==> src/rtl/sap1_controller.sv <==
// SAP-1 control sequencer.
// A six-state one-hot ring (T1..T6) plus a sticky halted bit forms the whole
// state. The control word is decoded combinationally from the registered ring
// position and the live opcode, so each strobe is valid for the full state and
// is captured by the consuming register at the closing clock edge.
module sap1_controller #(
  parameter int OPCODE_W = 4,
  parameter int T_STATES = 6
) (
  input  logic                clk,
  input  logic                rst,
  input  logic [OPCODE_W-1:0] opcode,
  output logic [5:0]          tstate,
  output logic                cp,
  output logic                ep,
  output logic                lm_n,
  output logic                ce_n,
  output logic                li_n,
  output logic                ei_n,
  output logic                la_n,
  output logic                ea,
  output logic                su,
  output logic                eu,
  output logic                lb_n,
  output logic                lo_n,
  output logic                hlt
);

  // The ring length is baked into the decode below; refuse any other size.
  if (T_STATES != 6) begin : g_bad_ring_length
    $error("sap1_controller: T_STATES must be 6");
  end

  // Instruction opcodes as seen in the IR upper nibble.
  localparam logic [OPCODE_W-1:0] OP_LDA = OPCODE_W'(4'b0000);
  localparam logic [OPCODE_W-1:0] OP_ADD = OPCODE_W'(4'b0001);
  localparam logic [OPCODE_W-1:0] OP_SUB = OPCODE_W'(4'b0010);
  localparam logic [OPCODE_W-1:0] OP_OUT = OPCODE_W'(4'b1110);
  localparam logic [OPCODE_W-1:0] OP_HLT = OPCODE_W'(4'b1111);

  // One-hot ring positions; the encoding is the externally visible tstate.
  typedef enum logic [5:0] {
    T1 = 6'b000001,
    T2 = 6'b000010,
    T3 = 6'b000100,
    T4 = 6'b001000,
    T5 = 6'b010000,
    T6 = 6'b100000
  } ring_t;

  // Control word held in asserted (active-high) form; pin polarity is applied
  // only at the output assignments.
  typedef struct packed {
    logic cp;
    logic ep;
    logic lm;
    logic ce;
    logic li;
    logic ei;
    logic la;
    logic ea;
    logic su;
    logic eu;
    logic lb;
    logic lo;
  } ctl_t;

  ring_t state;
  ring_t state_next;
  logic  halted;
  logic  halted_next;
  ctl_t  ctl;

  // State register: reset restarts the ring at T1 and clears the halt.
  always_ff @(posedge clk) begin
    if (rst) begin
      state  <= T1;
      halted <= 1'b0;
    end else begin
      state  <= state_next;
      halted <= halted_next;
    end
  end

  // Next state: advance the ring unless halted; HLT freezes the ring at T4.
  always_comb begin
    state_next  = state;
    halted_next = halted;
    if (!halted) begin
      if (state == T4 && opcode == OP_HLT) begin
        halted_next = 1'b1;
      end else begin
        case (state)
          T1:      state_next = T2;
          T2:      state_next = T3;
          T3:      state_next = T4;
          T4:      state_next = T5;
          T5:      state_next = T6;
          T6:      state_next = T1;
          default: state_next = T1;
        endcase
      end
    end
  end

  // Control decode: fetch ignores the opcode, execute depends on it; reset
  // and halt mask every strobe.
  always_comb begin
    ctl = '0;
    if (!rst && !halted) begin
      case (state)
        T1: begin
          ctl.ep = 1'b1;
          ctl.lm = 1'b1;
        end
        T2: begin
          ctl.cp = 1'b1;
        end
        T3: begin
          ctl.ce = 1'b1;
          ctl.li = 1'b1;
        end
        T4: begin
          case (opcode)
            OP_LDA, OP_ADD, OP_SUB: begin
              ctl.ei = 1'b1;
              ctl.lm = 1'b1;
            end
            OP_OUT: begin
              ctl.ea = 1'b1;
              ctl.lo = 1'b1;
            end
            default: ;
          endcase
        end
        T5: begin
          case (opcode)
            OP_LDA: begin
              ctl.ce = 1'b1;
              ctl.la = 1'b1;
            end
            OP_ADD: begin
              ctl.ce = 1'b1;
              ctl.lb = 1'b1;
            end
            OP_SUB: begin
              ctl.ce = 1'b1;
              ctl.lb = 1'b1;
              ctl.su = 1'b1;
            end
            default: ;
          endcase
        end
        T6: begin
          case (opcode)
            OP_ADD: begin
              ctl.eu = 1'b1;
              ctl.la = 1'b1;
            end
            OP_SUB: begin
              ctl.eu = 1'b1;
              ctl.la = 1'b1;
              ctl.su = 1'b1;
            end
            default: ;
          endcase
        end
        default: ;
      endcase
    end
  end

  assign tstate = state;
  assign cp     = ctl.cp;
  assign ep     = ctl.ep;
  assign lm_n   = ~ctl.lm;
  assign ce_n   = ~ctl.ce;
  assign li_n   = ~ctl.li;
  assign ei_n   = ~ctl.ei;
  assign la_n   = ~ctl.la;
  assign ea     = ctl.ea;
  assign su     = ctl.su;
  assign eu     = ctl.eu;
  assign lb_n   = ~ctl.lb;
  assign lo_n   = ~ctl.lo;
  assign hlt    = halted & ~rst;

endmodule

==> config.mk <==
export PLATFORM = sky130hd
export DESIGN_NAME = sap1_controller
export DESIGN_NICKNAME = d
export VERILOG_FILES = /design/src/rtl/sap1_controller.sv
export SDC_FILE = /design/constraint.sdc
export NUM_CORES = 1
export LEC_CHECK = 0
export BUFFER_PORTS_ARGS = -buffer_cell sky130_fd_sc_hd__buf_2
export CAP_MARGIN = 40
export CORE_AREA = 2 2 39 41
export CTS_BUF_LIST = sky130_fd_sc_hd__clkbuf_4
export DETAILED_ROUTE_END_ITERATION = 8
export DIE_AREA = 0 0 41 43
export PLACE_DENSITY = 0.83
export SYNTH_ARGS = -nofsm -noshare
export SYNTH_HDL_FRONTEND = slang
export SYNTH_SLANG_ARGS = --single-unit
==> constraint.sdc <==
create_clock -name clk -period 2.36 [get_ports clk]
set_clock_uncertainty 0.15 [all_clocks]
set_input_delay 0.118 -clock clk [delete_from_list [all_inputs] [get_ports clk]]
set_output_delay 0.118 -clock clk [all_outputs]
set_load 0.01 [all_outputs]
==> out/summary.txt, run 1 <==
status = completed
Routed WL = 1.32 mm
Yosys warnings = 0
CTS Buffer Depth = 2
vias = 609
Worst Tran Pin Value = 0.451 ns
Die W = 41 um
DRT iter0 DRCs = 15
critical path's slowest cell = dlygate4sd3_1
CTS root buf = clkbuf_4
ys flop type = dfxtp_1
worst setup path category = in2out
DR WL/cell = 12.6 um
largest net degree at the start of global routing = 12
Startpoint Class = primary input
Syn-to-layout area delta = 27.3%
dpl ws = 0.497 ns
Synth area leaders = dfxtp_1 26%, nor2_1 4.8%, nor4b_4 4.4%
Hold WC Path Type = in2reg
Post-DRT Antenna Nets = 0
full die area = 1760 um2
Pins Over Slew Limit = 0
net count after synthesis = 71
DRC Markers = 0
crit-path max FO = 8
Util after Layout = 49.8%
core area = 1380 um2
final period utilization = 92.4%
switching pwr = 112 uW
Yosys cell types = 38
global-route wire length before repair = 2.04 mm
layout net count = 96
post-synth top area share = 25.9%
Initial Util = 39.2%
Top Ports = 25
Peak VDD IR = 305 uV
worst setup margin = 0.180 ns
Worst EP arrival = 1.91 ns
Post-synth ARST share = 0%
Clock Latency Late Sink = 0.25 ns
most frequent cell on the critical path = buf_2
Post-synth EDFFs = 0
cts repair resizes = 0
post-synthesis instance area = 542 um2
drt pass-1 iters = 4
H-tree levels = 1
Net Sw Frac = 32.7%
FILL cells = 137
Final Setup Violations = 0
gr usage total = 16.6%
max_cap viols = 0
clock share of power = 33.3%
dpl hpwl = 1.00 mm
critical path endpoint category = output port
Worst slew margin = 69.6%
share of cells above drive strength 1 = 42.7%
dpl cell area = 652 um2
gr ovfl total = 0
Max stage delay on crit path = 0.54 ns
vias in the first global route = 483
sequential share of the synthesized area = 25.9%
Mean Syn Cell Area = 8.33 um2
Clk pin slew, worst setup/hold paths = 0.06 ns
sequential share of power = 42.0%
total CTS buffers = 3
vias per cell = 5.80
die height = 43 um
Comb pwr share = 24.8%
crit-path cells = dlygate4sd3_1 > buf_2 > or2_2 > nor3_2 > nand2_1 > nor4b_1 > buf_2
required time of the critical path = 2.09 ns
RSZ-0062 raised after global routing = false
highest clock rate = 459 MHz
Mapped Cells = 65
Power Density = 496 nW/um2
post-layout power = 342 uW
Leak = 0.000302 uW
port buffer count = 24
Design Area, Final = 689 um2
Yosys top cell by area = dfxtp_1
final hold violation count = 0
Post-synth top cells = 7 x dfxtp_1, 7 x nor2_1
routability cong. = 0.866
setup TNS = 0 ns
antenna cells = 0
CTS sink cnt = 7
internal power = 230 uW
num rows = 14
CTS tree = done
min Tclk post-route = 2.18 ns
initial antenna violation count = 0
register bit total from synthesis = 7
[worst max-delay path: cells and delay by family]
family,cells,cell delay (ns)
simple gates,4,0.90
buf+inv,3,0.89
[power by group through the flow]
stage                     Clock, uW  Sequential (uW)  Combinational [uW]
final                           114              143                84.7
after global placement            0              145                80.6
after CTS                       117              143                84.8
after floorplan                   0              141                65.4
after global routing            122              145                96.0
after detailed placement          0              146                83.0
[cells by family after synthesis]
kind of cell,Yosys count,synth area share (%)
DFF,7,25.9
xor gates and xnor gates,3,4.85
buffers and inverters,9,8.31
muxes,2,3.70
AOI/OAI and AO/OA,14,18.7
and+or+nand+nor,30,38.6
[registers in the layout (all words and copies together), names as in the netlist]
signal  cells
halted      1
tstate      6
[metal layers]
metal,vias up,share of wire (%),wire [um],global-route usage [%]
met1,294,46,606,21.8
met4,0,1.3,17,6.00
met2,25,45,600,25.9
met5,-,0,0,0
li1,288,-,-,-
met3,2,7.5,99,3.14
[timing repair]
item                                   CTS  global route
hold buffers                             1             0
endpoints found under the hold margin    4             0
setup buffers                            0             0
[cell type report]
type | instances | area [um2] | area share, %
clock buffer | 3 | 22.5 | 3.27
multi-input combinational | 49 | 357 | 51.7
sequential | 7 | 140 | 20.3
tap | 16 | 20.0 | 2.90
clock inverter | 1 | 5.00 | 0.726
timing repair buffer | 25 | 130 | 18.9
inverter | 4 | 15.0 | 2.18
[layout by cell type (no fill, tap or decap), drive strengths merged, types with 2 or more instances in the layout]
cell type  Yosys  layout
nor2           7       7
nand2          4       4
nor3           2       2
xor2           2       2
nor4           2       2
buf            4      24
or4b           2       2
a21o           3       3
inv            4       4
a31oi          2       2
dfxtp          7       7
nor3b          2       2
nand3          3       3
nor4b          2       2
a21oi          2       2
clkbuf         1       3
mux2i          2       2
[worst paths after layout]
check             startpoint         to  slack (ns)  cells after the start
setup reg to reg   tstate[1]  tstate[0]        0.58                      4
setup / recovery         rst         su        0.18                      7
hold reg to reg       halted  tstate[5]        0.42                      2
hold / removal     opcode[3]  tstate[4]        0.26                      4
[per-stage QoR]
| step | instances | hold slack [ns] |
|---|---|---|
| floorplan | 65 | 0.137 |
| global placement | 100 | 0.236 |
| detailed placement | 100 | 0.242 |
| CTS | 105 | 0.245 |
| global route | 105 | 0.258 |
| finish | 105 | 0.259 |
Note: power is estimated with default switching activity, not from simulation.
==> inputs of run 2 (changes only) <==
--- a/config.mk
+++ b/config.mk
@@ -16,2 +16,3 @@
 export SYNTH_HDL_FRONTEND = slang
 export SYNTH_SLANG_ARGS = --single-unit
+export TNS_END_PERCENT = 20
==> constraint.sdc (replaced) <==
create_clock -name clk -period 2.36 [get_ports clk]
set_clock_uncertainty 0.15 [all_clocks]
set_input_delay 0.354 -clock clk [delete_from_list [all_inputs] [get_ports clk]]
set_output_delay 0.354 -clock clk [all_outputs]
set_load 0.01 [all_outputs]
==> run 2 against run 1 <==
Net effect: count of clock-buffer cells in the layout is 1 higher; critical path type is now reg2out; cell count stayed put; power is 4.2% higher; worst setup slack worse by 0.098 ns; flip-flop and latch count stayed put; sequential power hardly changed; hold slack worse by 0.066 ns.
==> out/summary.txt, run 2 (same netlist as run 1, synthesis figures left out) <==
DRT iter0 DRCs = 13
Die W = 41 um
CTS sink cnt = 7
gr ovfl total = 0
internal power = 245 uW
commonest non-fill, non-tap cell in the layout = buf_2
Routed WL = 1.36 mm
die height = 43 um
Pins Over Slew Limit = 0
total CTS buffers = 3
Hold WC Path Type = in2reg
Startpoint Class = register
setup TNS = 0 ns
num rows = 14
dpl cell area = 652 um2
Clk pin slew, worst setup/hold paths = 0.06 ns
Peak VDD IR = 345 uV
CTS Buffer Depth = 2
initial antenna violation count = 0
routability cong. = 0.815
Worst EP arrival = 1.77 ns
Initial Util = 39.2%
Comb pwr share = 24.1%
gr usage total = 16.1%
Max stage delay on crit path = 0.49 ns
required time of the critical path = 1.86 ns
hold buffers post-CTS = 0
Power Density = 501 nW/um2
status = completed
port buffer count = 24
dpl hpwl = 976 um
Leak = 0.000307 uW
Top Ports = 25
sequential share of power = 41.0%
final period utilization = 96.5%
max reg flops = 6
min Tclk post-route = 2.28 ns
antenna cells = 0
max_cap viols = 0
worst setup path category = reg2out
Net Sw Frac = 31.3%
core area = 1380 um2
worst setup margin = 0.0817 ns
vias = 578
Worst Tran Pin Value = 0.422 ns
H-tree levels = 1
largest net degree at the start of global routing = 12
critical path endpoint category = output port
CTS root buf = clkbuf_4
RSZ-0062 raised after global routing = true
CTS tree = done
DR WL/cell = 13.0 um
vias in the first global route = 481
critical path's slowest cell = or4_4
DRC Markers = 0
Final Non-Filler Cells = 105
highest clock rate = 439 MHz
drt pass-1 iters = 4
global-route wire length before repair = 1.94 mm
vias per cell = 5.50
clock share of power = 34.8%
layout net count = 96
crit-path max FO = 8
crit-path cells = nor4b_4 > nand2_2 > or4_4 > inv_2 > buf_2
dpl ws = 0.263 ns
Post-DRT Antenna Nets = 0
Clock Latency Late Sink = 0.26 ns
full die area = 1760 um2
Syn-to-layout area delta = 31.2%
Design Area, Final = 711 um2
share of cells above drive strength 1 = 49.4%
Final Setup Violations = 0
commonest non-fill, non-tap cells in the layout = 24 x buf_2, 6 x nor2_1, 6 x dfxtp_1, 4 x clkbuf_4
final hold violation count = 0
DP Cell Count = 100
post-layout power = 356 uW
Worst slew margin = 71.7%
switching pwr = 111 uW
-- run 2: power groups by stage --
stage,Combinational [uW],Sequential [uW],Clock [uW]
after CTS,83.4,144,127
final,85.8,146,124
after floorplan,65.4,141,0
after global routing,94.9,147,131
after global placement,81.9,146,0
after detailed placement,82.4,146,0
-- run 2: stage by stage --
stage	utilization, %	hold slack (ns)
6_report	51.4	0.193
5_1_grt	51.4	0.205
2_1_floorplan	-	0.352
3_5_place_dp	47.1	0.401
3_3_place_gp	47.1	0.399
4_1_cts	50.2	0.183
-- run 2: critical path: cells and delay by family, from the launching register on --
| kind | cells | cell delay (ns) |
|---|---|---|
| DFF | 1 | 0.39 |
| and+or+nand+nor | 3 | 0.96 |
| buffers and inverters | 2 | 0.16 |
-- run 2: layer usage --
layer	vias up	track usage [%]	share of wire, %
li1	288	-	-
met1	262	19.2	45
met2	26	24.4	44
met3	2	6.28	9.7
met4	0	7.33	0.59
met5	-	0	0
-- run 2: layout make-up --
type,count,area [um2]
clock buffers,4,30.0
fillers,136,673
inverters,4,15.0
multi-input cells,49,377
flip-flops and latches,7,141
well taps,16,20.0
repair buffers,25,128
-- run 2: final timing paths --
| kind | startpoint | to | slack [ns] | cells past startpoint |
|---|---|---|---|---|
| hold / removal | rst | tstate[4] | 0.19 | 2 |
| setup / recovery | tstate[0] | ea | 0.08 | 5 |
| setup reg to reg | tstate[0] | tstate[0] | 0.56 | 5 |
| hold reg to reg | tstate[3] | tstate[3] | 0.39 | 1 |
-- run 2: what timing repair did --
item                       4_1_cts  5_1_grt
hold endpoints to repair         0        0
pin swaps                        1        1
resized for setup                1        4
setup buffers                    1        0
setup endpoints to repair        3        6
==> inputs of run 3 (changes only) <==
REMOVE_ABC_BUFFERS = 1   (was unset)
==> run 3 against run 2 <==
Net effect: cell count increased by 0.95%; largest power group unchanged; combinational power about the same; design area unchanged; clock power down 15%; power down 5.2%; critical path depth unchanged; critical endpoint unchanged; flip-flop and latch count stayed put; core utilization is the same; global-route usage fell by 0.43 points; die area unchanged; non-clock buffer count rose by 1.
==> out/summary.txt, run 3 (same netlist as run 1, synthesis figures left out) <==
CTS root buf = clkbuf_4
highest clock rate = 438 MHz
total CTS buffers = 3
Die W = 41 um
Post-DRT Antenna Nets = 0
Post-CTS Setup Bufs = 0
vias = 571
port buffer count = 24
Final Setup Violations = 0
Worst Tran Pin Value = 0.405 ns
min Tclk post-route = 2.28 ns
DRC Markers = 0
global-route wire length before repair = 1.87 mm
initial antenna violation count = 0
cts repair resizes = 0
critical path endpoint category = output port
largest net degree at the start of global routing = 10
Top Ports = 25
vias in the first global route = 465
CTS sink cnt = 7
final hold violation count = 0
vias per cell = 5.39
CTS tree = done
DR WL/cell = 12.2 um
max_cap viols = 0
core area = 1380 um2
Leak = 0.000313 uW
Routed WL = 1.29 mm
Util after Layout = 51.4%
Final Non-Filler Cells = 106
gr usage total = 15.7%
dpl hpwl = 1.02 mm
Startpoint Class = register
Peak VDD IR = 412 uV
commonest non-fill, non-tap cell in the layout = buf_2
Initial Util = 39.2%
Clock Latency Late Sink = 0.25 ns
worst setup path category = reg2out
commonest non-fill, non-tap cells in the layout = 24 x buf_2, 7 x nor2_1, 4 x dfxtp_2
layout net count = 97
Power Density = 475 nW/um2
status = completed
DRT iter0 DRCs = 7
full die area = 1760 um2
CTS Buffer Depth = 2
antenna cells = 0
required time of the critical path = 1.86 ns
num rows = 14
drt pass-1 iters = 4
Worst EP arrival = 1.78 ns
Clk pin slew, worst setup/hold paths = 0.05 ns
CP startpoint = tstate[0]
Worst R2R Start = tstate[1]
FILL cells = 141
share of cells above drive strength 1 = 50.0%
RSZ-0062 raised after global routing = true
H-tree levels = 1
Worst slew margin = 72.8%
Syn-to-layout area delta = 31.2%
final period utilization = 96.8%
DP Cell Count = 102
crit-path max FO = 8
Hold WC Path Type = in2reg
minimum hold slack = 0.207 ns
Pins Over Slew Limit = 0
die height = 43 um
hold buffers post-CTS = 0
routability cong. = 0.838
max reg flops = 6
gr ovfl total = 0
hold wc startpoint = rst
## run 3: where the power goes
part	internal (uW)	switching [uW]
Clock	61.8	43.9
Sequential	128	18.4
Combinational	41.8	43.7
## run 3: worst max-delay path, cell delays in order (launching register included)
cell and delay [ns]:
dfxtp_2 0.36, nor4b_4 0.40, nand2_2 0.10, or4_4 0.50, inv_2 0.05, buf_2 0.11
## run 3: area by class of cell
cell class / instances / area [um2] / share of cell area (%)
clock buffers: 3 / 22.5 / 3.17
clock inverters: 1 / 5.00 / 0.704
inverters: 4 / 15.0 / 2.11
multi-input cells: 49 / 368 / 51.8
flip-flops and latches: 7 / 145 / 20.4
well taps: 16 / 20.0 / 2.82
repair buffers: 26 / 135 / 19.0
## run 3: through the flow
stage	setup slack [ns]	instance area, um2	TNS, ns	power [uW]
5_1_grt	-0.0231	711	-0.0231	361
6_report	0.0757	711	0	337
3_5_place_dp	0.298	667	0	229
4_1_cts	0.0123	694	0	339
2_1_floorplan	0.381	512	0	198
3_3_place_gp	0.315	667	0	227
## run 3: routing by layer
layer  GRT usage, %  vias to the layer above  share of wire, %
met5              0                        -                 0
met1           18.4                      254                43
met3           9.42                        2                10
met2           23.4                       25                46
li1               -                      290                 -
met4           4.00                        0              0.31
## run 3: path summary, 6_finish.rpt
kind,endpoint,slack [ns],cells after the start
max reg2reg,tstate[0],0.66,4
min reg2reg,tstate[3],0.38,1
max,ea,0.08,5
min,tstate[5],0.21,2
